**src/rtl/bitwise_pipe.sv**
```systemverilog
// bitwise_pipe: parametrised, pipelined bitwise logic unit.
// One of eight per-bit operations is applied to x and y. The result and its
// zr/ng status flags travel through STAGES register stages under a
// valid/ready handshake, and empty stages collapse bubbles while stalled.
module bitwise_pipe #(
  parameter int WIDTH  = 16,
  parameter int STAGES = 2
) (
  input  logic             clk,
  input  logic             reset,
  input  logic             in_valid,
  output logic             in_ready,
  input  logic [2:0]       op,
  input  logic [WIDTH-1:0] x,
  input  logic [WIDTH-1:0] y,
  output logic             out_valid,
  input  logic             out_ready,
  output logic [WIDTH-1:0] out,
  output logic             zr,
  output logic             ng
);

  generate
    if (WIDTH < 1 || WIDTH > 64) begin : g_width_check
      $error("bitwise_pipe: WIDTH must lie in 1..64");
    end
    if (STAGES < 1 || STAGES > 4) begin : g_stages_check
      $error("bitwise_pipe: STAGES must lie in 1..4");
    end
  endgenerate

  // Stage registers: index 0 is the stage fed from the inputs,
  // index STAGES-1 drives the outputs.
  logic [STAGES-1:0] valid_q;
  logic [STAGES-1:0] zr_q;
  logic [STAGES-1:0] ng_q;
  logic [WIDTH-1:0]  data_q [STAGES];

  // Values each stage would load when it advances.
  logic [STAGES-1:0] prev_valid;
  logic [STAGES-1:0] prev_zr;
  logic [STAGES-1:0] prev_ng;
  logic [WIDTH-1:0]  prev_data [STAGES];

  logic [STAGES-1:0] adv;
  logic [WIDTH-1:0]  result;
  logic              result_zr;
  logic              result_ng;

  // Per-bit operation selected by op; y does not matter for NOT and PASS.
  always_comb begin
    result = x;
    case (op)
      3'd0: result = ~x;
      3'd1: result = x & y;
      3'd2: result = x | y;
      3'd3: result = x ^ y;
      3'd4: result = ~(x & y);
      3'd5: result = ~(x | y);
      3'd6: result = ~(x ^ y);
      3'd7: result = x;
    endcase
  end

  // Flags are formed at capture so they stay paired with their data word.
  always_comb begin
    result_zr = (result == '0);
    result_ng = result[WIDTH-1];
  end

  // Ready chain: a stage may advance if it is empty or its successor advances.
  always_comb begin
    logic chain;
    adv = '0;
    chain = !valid_q[STAGES-1] || out_ready;
    adv[STAGES-1] = chain;
    for (int k = STAGES - 2; k >= 0; k--) begin
      chain = !valid_q[k] || chain;
      adv[k] = chain;
    end
  end

  // Upstream source for every stage: the input port for the first stage,
  // the preceding stage register for the rest.
  always_comb begin
    prev_valid = '0;
    prev_zr    = '0;
    prev_ng    = '0;
    for (int k = 0; k < STAGES; k++) begin
      prev_data[k] = '0;
    end
    prev_valid[0] = in_valid;
    prev_zr[0]    = result_zr;
    prev_ng[0]    = result_ng;
    prev_data[0]  = result;
    for (int k = 1; k < STAGES; k++) begin
      prev_valid[k] = valid_q[k-1];
      prev_zr[k]    = zr_q[k-1];
      prev_ng[k]    = ng_q[k-1];
      prev_data[k]  = data_q[k-1];
    end
  end

  // Stage registers load from upstream when they advance and hold otherwise;
  // reset discards every in-flight word.
  always_ff @(posedge clk or posedge reset) begin
    if (reset) begin
      valid_q <= '0;
      zr_q    <= '0;
      ng_q    <= '0;
      for (int k = 0; k < STAGES; k++) begin
        data_q[k] <= '0;
      end
    end else begin
      for (int k = 0; k < STAGES; k++) begin
        if (adv[k]) begin
          valid_q[k] <= prev_valid[k];
          zr_q[k]    <= prev_zr[k];
          ng_q[k]    <= prev_ng[k];
          data_q[k]  <= prev_data[k];
        end
      end
    end
  end

  assign in_ready  = adv[0];
  assign out_valid = valid_q[STAGES-1];
  assign out       = data_q[STAGES-1];
  assign zr        = zr_q[STAGES-1];
  assign ng        = ng_q[STAGES-1];

endmodule

```
**config.mk**
```make
export PLATFORM = sky130hd
export DESIGN_NAME = bitwise_pipe
export DESIGN_NICKNAME = d
export VERILOG_FILES = /design/src/rtl/bitwise_pipe.sv
export SDC_FILE = /design/constraint.sdc
export NUM_CORES = 1
export LEC_CHECK = 0
export CORE_MARGIN = 4
export CORE_UTILIZATION = 45
export CTS_BUF_LIST = sky130_fd_sc_hd__clkbuf_8
export CTS_CLUSTER_DIAMETER = 120
export CTS_CLUSTER_SIZE = 40
export DETAILED_ROUTE_END_ITERATION = 10
export GPL_TIMING_DRIVEN = 0
export PLACE_DENSITY = 0.7
export SLEW_MARGIN = 30
export SYNTH_ARGS = -nofsm -noshare
export SYNTH_HDL_FRONTEND = slang
export SYNTH_SLANG_ARGS = --single-unit
```
**constraint.sdc**
```tcl
create_clock -name clk -period 4.49 [get_ports clk]
set_input_delay 0.898 -clock clk [delete_from_list [all_inputs] [get_ports clk]]
set_output_delay 0.898 -clock clk [all_outputs]
set_load 0.02 [all_outputs]
```
Word level (Yosys, flattened, before mapping)
Index checks and enable logic that the tools add are counted.
- bitwise operators: 7
- equal/unequal tests: 7
- reductions and logical operators: 6
- multiplexer cells: 1
- operator list (cell ; count):
    $pmux W16 S8 ; 1
    $not A16 Y16 ; 4
    $and A16 B16 Y16 ; 1
    $logic_not A16 Y1 ; 1
    $or A16 B16 Y16 ; 1
    $xor A16 B16 Y16 ; 1
    $eq A3 B3 Y1 const B ; 4
    $eq A3 B2 Y1 const B ; 2
    $eq A3 B1 Y1 const B ; 1
    $logic_not A3 Y1 ; 1
    $logic_not A1 Y1 ; 2
    $logic_or A1 B1 Y1 ; 2
- input bits: 39
- flip-flop bits (word level): 38
- word-level logic and storage cells: 29

Depth between registers and ports, before layout
- word-level depth: 4
- gate-level depth with buffers: 10
- gate-level depth less buffers: 8

Worst setup path after synthesis
No wires, ideal clock.
- path kind: input-to-output
- start point: in out_ready
- end point: out in_ready
- path buffers: 2
- path slack: 1.733 ns
- cell stages on the path: 5
- data required time: 3.592 ns
- arrival: 1.859 ns
- cells stage by stage: nor2b_1 > clkbuf_1 > and2_1 > inv_1 > buf_1
- longest elaborated chain between the ends: 2
- ends and longest elaborated chain (what ; line ; source):
    from (decl) ; 17 ; input logic out_ready,
    $logic_or A1 B1 Y1 ; 75 ; chain = !valid_q[STAGES-1] || out_ready;
    $logic_or A1 B1 Y1 ; 78 ; chain = !valid_q[k] || chain;
    to (decl) ; 12 ; output logic in_ready,
Every way passes these cells.

Worst setup path after layout
Same ends and word-level chain as after synthesis.

==> results.yml <==
sta:
  setup_ws_ns: 0.436
  timing.setup.tns_ns: 0
  rsz0062_at_grt: "no"
  clock_skew_ns: 0.00394
  fmax_ghz: 0.247
  relSlewSlack: 0.501
  fin_crit_sh: 0.903
  finalWorstPathRequiredPeriod_ns: 4.05
  slew_violations: 0
  setup_viol: 0
  tightest_slew_ns: 0.747
  hold_violations: 0
setup_path:
  rr_endpoint: "zr_q[0]"
  cp_data_arrival_time_ns: 3.16
  slowest_stage: "clkdlybuf4s50_1"
  end_kind: "output port"
  r2r_setup_slack_ns: 2.47
  cpPeakStageDelay_ns: 0.69
  worstPathRequired_ns: 3.59
  crit_type: "primary input to output port"
  worstPathCellList: "clkdlybuf4s50_1 -> nor2b_1 -> clkbuf_1 -> and2_1 -> inv_1 -> buf_1 -> clkdlybuf4s50_1"
  r2r_cells: 8
  path_buf_inv: 5
  crit_top_cell: "clkdlybuf4s50_1"
  crit_fanout: 10
  cp-start-kind: "primary input"
  crit_family: "buffers and inverters"
  reg2reg_from: "valid_q[1]"
placement:
  place_worst_setup_slack_ns: 0.434
  gp_congestion: 0.855
  io_buffers: 56
  hpwl_um: 6040
  placed_area_um2: 3910
floorplanning:
  die_w_um: 92.8
  initial_core_util: 0.471
  dieArea_um2: 8600
  fp-row-count: 30
  die_height_um: 92.8
  core-area_um2: 6870
  num_io_pins: 59
layout:
  fill_cells: 623
  postLayoutCellArea_um2: 4010
  n_antenna_cell: 0
  drive_gt1_frac: 0.152
  multi_input_area_um2: 1890
  nNetsFinal: 510
  register_area_um2: 901
  synthToLayoutAreaGrowth_pct: 23.9
pwr:
  leakagePower_nw: 1.83
  ir_worst_vdd_mv: 0.100
  p_per_area_nw_per_um2: 274
route:
  initialDrtViolationCount: 127
  wl_per_cell_um: 14.5
  routed_wl_um: 7760
  dr.pass1.iters: 4
  via_count: 2883
  drt-vias-per-instance: 5.38
  drc_errors: 0
  ant_nets: 0
logic_synthesis:
  ys_seq_area_frac: 0.279
  synth.cell_area_um2: 3230
  ys.flop_type: "dfrtp_1"
  avgSynthCellArea_um2: 8.60
  syn_inst: 376
  postSynthRegisterBits: 36
  ys_warn_count: 0
  synth.distinct_cells: 54
  async_flop_share: 1.00
  synth_edf_count: 0
  syn_nets: 447
cts:
  numCtsBuffers: 5
  clkLatencyLatePin_ns: 0.28
  clock_path_buffers: 2
  ctsHoldBuffers: 0
  cts_setup_buffers: 0
  clock_sinks: 36
  h-tree-depth: 2
  post_cts_resize_count: 0
  cts-root-buf: "clkbuf_8"
  cts_tree: "yes"
  clkSlewWorstSetupHoldPaths_ns: 0.06
grt:
  grt_remaining_overflow: 0
  antenna_found_initial: 0
  grt_pass1_vias: 2762
  grt_pass1_wl_um: 13000
  grt_max_degree: 37
  grt_usage: 0.184
hold_path:
  worstHoldPathCells: 1
  holdCritPathClass: "flip-flop to flip-flop"
  hold_start: "valid_q[0]"
  holdPathEnd: "valid_q[1]"
run:
  max_cap_viol_count: 0
status:
  status: "completed"
[per-layer routing]
| layer | vias to the layer above | track usage | wire (um) |
|---|---|---|---|
| li1 | 1438 | - | - |
| met1 | 1324 | 0.239 | 3470 |
| met2 | 112 | 0.303 | 3650 |
| met3 | 9 | 0.0317 | 521 |
| met4 | 0 | 0.0708 | 120 |
| met5 | - | 0 | 0 |
[per-stage QoR]
stage | power (mW) | util | hold slack (ns) | cells
CTS | 1.11 | 0.583 | 0.455 | 536
floorplan | 0.712 | - | 0.430 | 376
finish | 1.10 | 0.583 | 0.453 | 536
detailed placement | 0.881 | 0.570 | 0.439 | 528
global route | 1.17 | 0.583 | 0.465 | 536
global placement | 0.866 | 0.570 | 0.441 | 528
[layout make-up]
type	count	share of cell area
multi-input combinational	255	0.473
timing repair buffer	56	0.140
inverter	45	0.0422
clock inverter	2	0.00187
sequential	36	0.225
tap	96	0.0300
clock buffer	6	0.0206
buffer	40	0.0675
[sequential cells by signal, indices dropped and copies added, names as in the netlist]
| register | count |
|---|---|
| valid_q | 2 |
| data_q | 15 |
| zr_q | 2 |
| out | 15 |
| ng_q | 2 |
[Yosys cell counts, drive strengths merged (8+ instances only)]
cell type | instances | area (um2)
inv | 44 | 165
dfrtp | 36 | 901
buf | 35 | 251
nand2 | 33 | 124
ha | 32 | 400
nor2 | 29 | 109
mux2 | 18 | 203
o21ai | 17 | 85.1
a21oi | 14 | 70.1
nand3 | 11 | 55.1
nand2b | 10 | 62.6
nor2b | 8 | 50.1
nor3 | 8 | 40.0
[logic make-up after synthesis]
| kind of cell | count (synthesis) | synth area share |
|---|---|---|
| simple gates | 111 | 0.162 |
| flops | 36 | 0.279 |
| compound gates | 83 | 0.184 |
| mux | 29 | 0.116 |
| buf+inv | 85 | 0.136 |
| fa+ha+maj | 32 | 0.124 |
[power by group]
part / leakage, nW / internal, mW / switching, mW
logic: 1.35 / 0.243 / 0.218
clock network: 0.0538 / 0.120 / 0.103
registers: 0.428 / 0.383 / 0.0301
total: 1.83 / 0.746 / 0.350
[layout by cell type, fill, tap and decap left out, drive strengths merged, types with 2 or more instances in the layout]
master and instances:
a2111oi 3, a211oi 2, a21oi 14, a221o 2, a221oi 4, a31oi 4, a32oi 4, and2 2
buf 35, clkbuf 11, clkdlybuf4s50 56, dfrtp 36, ha 32, inv 46, mux2 18, mux2i 6
mux4 5, nand2 33, nand2b 10, nand3 11, nand4 2, nor2 29, nor2b 8, nor3 8
o2111ai 2, o211ai 6, o21a 2, o21ai 17, o221ai 6, o31ai 3, o32ai 5, or3 2
[worst max path at each step]
stage,startpoint,end,cells past startpoint
after floorplan,out_ready,in_ready,5
after global placement,out_ready,in_ready,7
after detailed placement,out_ready,in_ready,7
after CTS,out_ready,in_ready,7
after global routing,out_ready,in_ready,7
final,out_ready,in_ready,7
Power figures use the tool's default switching activity.
